### config.mk
export PLATFORM = sky130hd
export DESIGN_NAME = des_round_iterator
export DESIGN_NICKNAME = d
export VERILOG_FILES = /design/src/rtl/des_round_iterator.sv
export SDC_FILE = /design/constraint.sdc
export NUM_CORES = 1
export LEC_CHECK = 0
export CAP_MARGIN = 5
export CORE_AREA = 4 4 113 115
export CTS_CLUSTER_SIZE = 25
export DETAILED_ROUTE_END_ITERATION = 8
export DIE_AREA = 0 0 117 119
export GPL_TIMING_DRIVEN = 0
export MAX_ROUTING_LAYER = met4
export PLACE_DENSITY = 0.69
export SYNTH_ARGS = -nofsm -noshare
export SYNTH_HDL_FRONTEND = slang
export SYNTH_SLANG_ARGS = --single-unit
### constraint.sdc
create_clock -name clk -period 3.78 [get_ports clk]
set_clock_uncertainty 0.15 [all_clocks]
set_input_delay 0.756 -clock clk [delete_from_list [all_inputs] [get_ports clk]]
set_output_delay 0.756 -clock clk [all_outputs]
set_load 0.02 [all_outputs]
### src/rtl/des_round_iterator.sv
// des_round_iterator: iterative DES Feistel core, one round per clk, external combinational f-function loop.
// Latency: Start sampled at E0, rounds written E1..E16, Swap_Select high E16..E17; one block per 18 cycles.
// Backpressure: none; Start is ignored while Busy. Optional Abort input when DES_ABORT_EN is defined.
module des_round_iterator #(
    parameter int NUM_ROUNDS = 16,
    parameter int CNT_W      = 5
) (
    input  logic        clk,
    input  logic        rst_n,
    input  logic        Start,
    input  logic        Decrypt,
    input  logic [31:0] Input_Left,
    input  logic [31:0] Input_Right,
    output logic [31:0] F_Right,
    output logic [3:0]  Key_Index,
    input  logic [31:0] F_Result,
`ifdef DES_ABORT_EN
    input  logic        Abort,
`endif
    output logic        Busy,
    output logic [31:0] Output_Left,
    output logic [31:0] Output_Right,
    output logic        Swap_Select
);

    typedef enum logic [1:0] {
        S_IDLE  = 2'd0,
        S_ROUND = 2'd1,
        S_DONE  = 2'd2
    } state_t;

    state_t           r_state;
    state_t           w_state_nxt;
    logic [31:0]      r_l;
    logic [31:0]      r_r;
    logic [CNT_W-1:0] r_cnt;
    logic             r_dec;
    logic             w_load;
    logic             w_round;
    logic             w_clear;
    logic             w_abort;
    logic             w_last;

`ifdef DES_ABORT_EN
    assign w_abort = Abort;
`else
    assign w_abort = 1'b0;
`endif

    assign w_last = (r_cnt == CNT_W'(NUM_ROUNDS));

    // State register
    always_ff @(posedge clk or negedge rst_n) begin
        if (!rst_n) begin
            r_state <= S_IDLE;
        end else begin
            r_state <= w_state_nxt;
        end
    end

    // Next-state decode, datapath strobes and status outputs
    always_comb begin
        w_state_nxt = r_state;
        w_load      = 1'b0;
        w_round     = 1'b0;
        w_clear     = 1'b0;
        Busy        = 1'b0;
        Swap_Select = 1'b0;
        Key_Index   = 4'd0;
        case (r_state)
            S_IDLE: begin
                // Abort in IDLE only blocks a simultaneous Start
                if (Start && !w_abort) begin
                    w_state_nxt = S_ROUND;
                    w_load      = 1'b1;
                end
            end
            S_ROUND: begin
                Busy    = 1'b1;
                w_round = 1'b1;
                // Encrypt walks keys 0..N-1, decrypt walks them backwards
                Key_Index = r_dec ? 4'(CNT_W'(NUM_ROUNDS) - r_cnt)
                                  : 4'(r_cnt - CNT_W'(1));
                if (w_last) begin
                    w_state_nxt = S_DONE;
                end
            end
            S_DONE: begin
                Busy        = 1'b1;
                Swap_Select = 1'b1;
                w_state_nxt = S_IDLE;
            end
            default: begin
                w_state_nxt = S_IDLE;
            end
        endcase
        // Abort wins over any round work; the DONE pulse itself is combinational and still shows
        if (w_abort && (r_state != S_IDLE)) begin
            w_state_nxt = S_IDLE;
            w_round     = 1'b0;
            w_clear     = 1'b1;
        end
    end

    // Feistel datapath: load halves, then L<=R, R<=L^f(R,K) each round
    always_ff @(posedge clk or negedge rst_n) begin
        if (!rst_n) begin
            r_l   <= 32'd0;
            r_r   <= 32'd0;
            r_cnt <= '0;
            r_dec <= 1'b0;
        end else if (w_clear) begin
            r_l   <= 32'd0;
            r_r   <= 32'd0;
            r_cnt <= '0;
        end else if (w_load) begin
            r_l   <= Input_Left;
            r_r   <= Input_Right;
            r_cnt <= CNT_W'(1);
            r_dec <= Decrypt;
        end else if (w_round) begin
            r_l <= r_r;
            r_r <= r_l ^ F_Result;
            // Counter parks at NUM_ROUNDS on the last round rather than wrapping
            if (!w_last) begin
                r_cnt <= r_cnt + CNT_W'(1);
            end
        end
    end

    assign F_Right      = r_r;
    assign Output_Left  = r_l;
    assign Output_Right = r_r;

endmodule

==> results of run 1 <==
==> sequential cells by signal, summed over array words and instances (netlist names) <==
| signal | cells |
|---|---|
| F_Right | 32 |
| Output_Left | 32 |
| r_cnt | 5 |
| r_dec | 1 |
| r_state | 2 |
==> where the power goes <==
group / switching [mW] / internal, mW
registers: 0.405 / 1.16
logic: 1.86 / 1.92
clock network: 0.312 / 0.646
total: 2.58 / 3.73
==> cell families (layout without fill, tap and decap cells) <==
family	after synthesis	after routing	share of synthesized area (%)
simple gates	87	87	9.400
compound gates	72	72	9.493
flops	72	72	44.53
mux	65	65	16.20
buf+inv	61	278	9.988
xor+xnor	38	38	8.225
fa+ha+maj	7	7	2.164
==> metrics by stage <==
| step | worst slack, ns | total power, mW | util (%) | instances | area, um2 |
|---|---|---|---|---|---|
| 4_1_cts | 0.5699 | 6.399 | 55.94 | 766 | 6608 |
| 3_3_place_gp | -0.7643 | 5.310 | 52.85 | 750 | 6242 |
| 3_5_place_dp | 0.9524 | 5.402 | 53.06 | 751 | 6267 |
| 6_report | 0.6107 | 6.314 | 55.94 | 766 | 6608 |
| 5_1_grt | 0.4413 | 6.736 | 55.94 | 766 | 6608 |
| 2_1_floorplan | 1.393 | 3.747 | - | 402 | 4046 |
==> worst max-delay path by stage <==
stage / slack (ns) / startpoint / endpoint
after floorplan: 1.39 / r_state[1] / Key_Index[2]
after global placement: -0.76 / rst_n / F_Right[3]
after detailed placement: 0.95 / r_state[1] / Key_Index[2]
after CTS: 0.57 / r_state[1] / Key_Index[2]
after global routing: 0.44 / r_state[1] / Key_Index[2]
final: 0.61 / r_state[1] / Key_Index[2]
==> cells in the final DEF, fill, tap and decap left out, types with 2 or more instances in the layout <==
cell and n:
ha_1 7, a21oi_1 2, nor2_1 5, clkbuf_1 6, buf_4 41, xor2_1 37
nand4_1 2, nand2_1 70, buf_2 8, clkdlybuf4s50_1 200, buf_6 2, o21ai_0 13
nor2b_1 3, clkbuf_16 9, nor3_1 2, dfrtp_1 72, bufinv_16 2, inv_1 5
clkbuf_8 4, mux2i_1 64, o21ai_1 53
==> critical path, cell delays in order, from the launching register on <==
cell and delay, ns:
dfrtp_1 0.40, inv_1 0.11, ha_1 0.19, buf_2 0.28, inv_1 0.12, nor3b_1 0.21
clkdlybuf4s50_1 0.63
==> area by class of cell <==
cell class | instances | area (um2)
plain buffers | 56 | 385.4
multi-input cells | 269 | 1841
clock inverters | 2 | 60.06
repair buffers | 202 | 2037
inverters | 5 | 18.77
flip-flops and latches | 72 | 1802
clock buffers | 13 | 280.3
fillers | 1076 | 5204
well taps | 147 | 183.9
==> per-layer routing <==
layer  global-route usage (%)  routed length (um)  vias up
met1                    23.08                5221     1770
li1                         -                   -     1746
met4                    5.663                 173        0
met3                    3.354                 728       16
met5                        -                   0        -
met2                    32.82                6591      136
==> results.py, run 1 <==
metrics = {
    "sta": {
        "slew_viol_final": 0,
        "relSlewSlack_pct": 63.33,
        "final.period_utilization_pct": 83.85,
        "setup_violations": 0,
        "setup_tns_ns": 0,
        "hold_slack_ns": 0.06720,
        "fin_crit_ns": 3.169,
        "fmax_mhz": 315.5,
        "worstMarginPinSlew_ns": 0.5500,
        "hold_violations": 0,
        "rsz0062_at_grt": "no",
    },
    "yosys": {
        "syn_area_per_cell_um2": 10.07,
        "yosysWarnings": 0,
        "synth.area.top_cells": "dfrtp_1, mux2i_1, xor2_1",
        "synth_cells": 402,
        "yosys-top-cells-count": "dfrtp_1, nand2_1, mux2i_1, o21ai_1, buf_4",
        "synth_area_um2": 4046,
        "yosys.area.top_type": "dfrtp_1",
        "synth_ff_type": "dfrtp_1",
        "yosysTopAreaCellShare_pct": 44.53,
        "synth-seq-cells": 72,
        "ys_seq_area_share_pct": 44.53,
        "synth_cell_types": 28,
        "syn-num-nets": 509,
        "synth_edf_count": 0,
        "synth.most_common_cell": "dfrtp_1",
        "synthArstFlopShare_pct": 100.0,
    },
    "global_route": {
        "grt.total_usage_pct": 19.24,
        "grt_pass1_vias": 4022,
        "grt-ovfl-total": 0,
        "grt_max_degree": 71,
        "grt_antenna_before_repair": 0,
        "grt_pass1_wl_mm": 20.53,
    },
    "clocking": {
        "h-tree-depth": 3,
        "postCtsSetupBuffers": 0,
        "hold_buffers": 0,
        "cts.sinks": 72,
        "numCtsBuffers": 9,
        "cts_tree": "built",
        "clk_latency_ns": 0.33,
        "cts-resized-gates": 0,
        "clk_pin_slew_ns": 0.06,
        "root_buffer": "clkbuf_16",
        "cts_buffer_depth": 2,
    },
    "floorplanning": {
        "initial_core_util_pct": 34.26,
        "placementRows": 40,
        "die-area_um2": 13920,
        "io_pins": 202,
        "die_h_um": 119,
        "coreArea_um2": 11810,
        "die_w_um": 117,
    },
    "worst_setup_path": {
        "rr_startpoint": "r_state[0]",
        "r2r-end": "F_Right[18]",
        "arrival_ns": 2.26,
        "critPathKind": "flip-flop to output port",
        "cp-end-kind": "output port",
        "worstPathMaxFanout": 10,
        "r2r_cells": 6,
        "r2r_setup_slack_ns": 1.88,
        "cp-start-kind": "flip-flop",
        "required_ns": 2.87,
    },
    "finish": {
        "syn_to_final_growth_pct": 63.30,
        "final_layout_size_suffix_gt1_share_pct": 11.63,
        "n_antenna_cell": 0,
        "fin_nets": 722,
    },
    "route": {
        "remaining_drc_errors": 0,
        "wl_mm": 12.71,
        "avgRoutedWirePerCell_um": 16.60,
        "vias": 3668,
        "antenna_left": 0,
        "vias_per_cell": 4.789,
        "dr.pass1.iters": 4,
        "drt_iter0_markers": 170,
    },
    "min_path": {
        "hp-class": "input port to async pin",
    },
    "power": {
        "peakVddDrop_uv": 417.6,
        "power_leakage_nw": 2.832,
        "power_density_nw_per_um2": 955.5,
    },
    "place": {
        "post-dp-hpwl_mm": 9.478,
        "place.gp.congestion": 0.7695,
        "io_buffer_count": 201,
    },
    "outcome": {
        "status": "finished, final reports clean",
    },
    "flow_run": {
        "maxCapViolations": 0,
    },
}
Note: power is estimated with default switching activity, not from simulation.
==> run 2, diff against run 1 <==
PLACE_DENSITY = 0.72   (was 0.69)
clock period = 2.56 ns   (was 3.78 ns; I/O delays follow)
==> results.py, run 2 (synthesized netlist as in run 1, its figures left out) <==
metrics = {
    "finish": {
        "fin_util_pct": 55.26,
        "fillCellCount": 1068,
        "seqCellArea_um2": 1803,
        "fin_nets": 723,
        "multiInputGateArea_um2": 1841,
        "layout_commonest_cell": "clkdlybuf4s50_1",
        "final_layout_size_suffix_gt1_share_pct": 11.61,
        "syn_to_final_growth_pct": 61.32,
        "n_antenna_cell": 0,
        "mostFrequentLayoutCells": "clkdlybuf4s50_1, dfrtp_1, nand2_1, mux2i_1, o21ai_1",
    },
    "worst_setup_path": {
        "cp-start-kind": "flip-flop",
        "cp-end-kind": "output port",
        "r2r_setup_slack_ns": 0.65,
        "critPathKind": "flip-flop to output port",
        "required_ns": 1.90,
        "arrival_ns": 1.78,
        "worstPathMaxFanout": 10,
    },
    "sta": {
        "slew_viol_final": 0,
        "hold_slack_ns": 0.3772,
        "worstMarginPinSlew_ns": 0.6008,
        "final.period_utilization_pct": 95.44,
        "rsz0062_at_grt": "no",
        "fin_crit_ns": 2.443,
        "setup_violations": 0,
        "setup_slack_ns": 0.1168,
        "hold_violations": 0,
        "relSlewSlack_pct": 59.95,
        "fmax_mhz": 409.3,
    },
    "global_route": {
        "grt-ovfl-total": 0,
        "grt_antenna_before_repair": 0,
        "grt_pass1_wl_mm": 20.26,
        "grt_pass1_vias": 4031,
        "grt_max_degree": 71,
        "grt.total_usage_pct": 18.61,
    },
    "route": {
        "antenna_left": 0,
        "wl_mm": 12.58,
        "dr.pass1.iters": 4,
        "vias_per_cell": 4.764,
        "vias": 3654,
        "drt_iter0_markers": 90,
        "avgRoutedWirePerCell_um": 16.40,
        "remaining_drc_errors": 0,
    },
    "floorplanning": {
        "die_h_um": 119,
        "io_pins": 202,
        "placementRows": 40,
        "die-area_um2": 13920,
        "coreArea_um2": 11810,
        "initial_core_util_pct": 34.26,
        "die_w_um": 117,
    },
    "clocking": {
        "clk_pin_slew_ns": 0.05,
        "clk_latency_ns": 0.32,
        "cts_tree": "built",
        "cts.sinks": 72,
        "cts_buffer_depth": 2,
        "root_buffer": "clkbuf_16",
        "h-tree-depth": 3,
        "numCtsBuffers": 9,
    },
    "power": {
        "clkPwrFrac_pct": 12.2,
        "internal_power_mw": 5.186,
        "p_switching_mw": 3.784,
        "p_comb_share_pct": 62.0,
        "peakVddDrop_uv": 699.5,
        "power_density_nw_per_um2": 1374,
        "switching_share_pct": 42.19,
        "p_total_mw": 8.970,
        "power_leakage_nw": 2.806,
        "pwr-share-seq_pct": 25.8,
    },
    "place": {
        "place.gp.congestion": 0.7986,
        "pre_cts_slack_ns": -0.01169,
        "post-dp-hpwl_mm": 9.526,
        "io_buffer_count": 201,
    },
    "outcome": {
        "status": "finished, final reports clean",
    },
    "min_path": {
        "hp-class": "input port to async pin",
    },
    "flow_run": {
        "maxCapViolations": 0,
    },
}
[run 2: cell types whose count changed in the layout (fill, tap and decap cells not counted), moves of 2 or more]
cell	before	now
bufinv_16	2	0
clkbuf_8	4	0
clkbuf_1	6	8
clkdlybuf4s50_1	200	196
dlygate4sd2_1	0	3
clkinv_2	0	3
[run 2: final timing paths]
check | from | to | cells after the start
worst min register to register | r_state[1] | r_state[1] | 1
worst min-delay path | rst_n | r_cnt[4] | 2
min in group clk | r_state[1] | r_state[1] | 1
worst max register to register | r_state[0] | F_Right[28] | 6
max in group asynchronous | rst_n | Output_Left[3] | 3
worst max-delay path | r_state[1] | Key_Index[3] | 6
[run 2: power by group through the flow]
| stage | combinational [mW] | sequential (mW) | clock, mW |
|---|---|---|---|
| finish | 5.56 | 2.31 | 1.10 |
| global route | 6.00 | 2.42 | 1.19 |
| CTS | 5.65 | 2.32 | 1.13 |
| detailed placement | 5.66 | 2.32 | 0 |
| global placement | 5.55 | 2.29 | 0 |
| floorplan | 2.72 | 2.82 | 0 |
[run 2: timing repair]
item	in CTS	in global routing
hold buffers	1	0
resized for setup	6	3
endpoints found under the hold margin	2	0
endpoints found under the setup margin	4	1
buffers inserted	0	0
[run 2: per-stage QoR]
stage | std cells | TNS [ns] | area, um2
final | 767 | 0 | 6528
after global routing | 767 | 0 | 6528
after CTS | 767 | 0 | 6531
after detailed placement | 751 | -0.01169 | 6267
after global placement | 750 | -121.14 | 6242
after floorplan | 402 | 0 | 4046
[run 2: cell type report]
cell class / instances / share of cell area (%)
clock inverter: 4 / 0.3450
clock buffer: 11 / 3.565
sequential: 72 / 27.62
tap: 147 / 2.818
buffer: 56 / 5.942
inverter: 5 / 0.2875
multi-input combinational: 269 / 28.20
timing repair buffer: 203 / 31.22
[run 2: layer usage]
metal / vias to the layer above / wire [um] / share of wire (%) / GRT usage (%)
met5: - / 0 / 0 / -
met4: 0 / 122 / 0.97 / 4.086
met3: 11 / 833 / 6.6 / 3.862
met2: 141 / 6169 / 49 / 30.51
met1: 1758 / 5454 / 43 / 23.70
li1: 1744 / - / - / -
[run 2: worst max-delay path, cell delays in order (launching register included)]
cell and delay [ns]:
dfrtp_1 0.39, inv_1 0.11, ha_1 0.19, buf_4 0.21, inv_1 0.10, nor2_1 0.11
dlygate4sd2_1 0.35
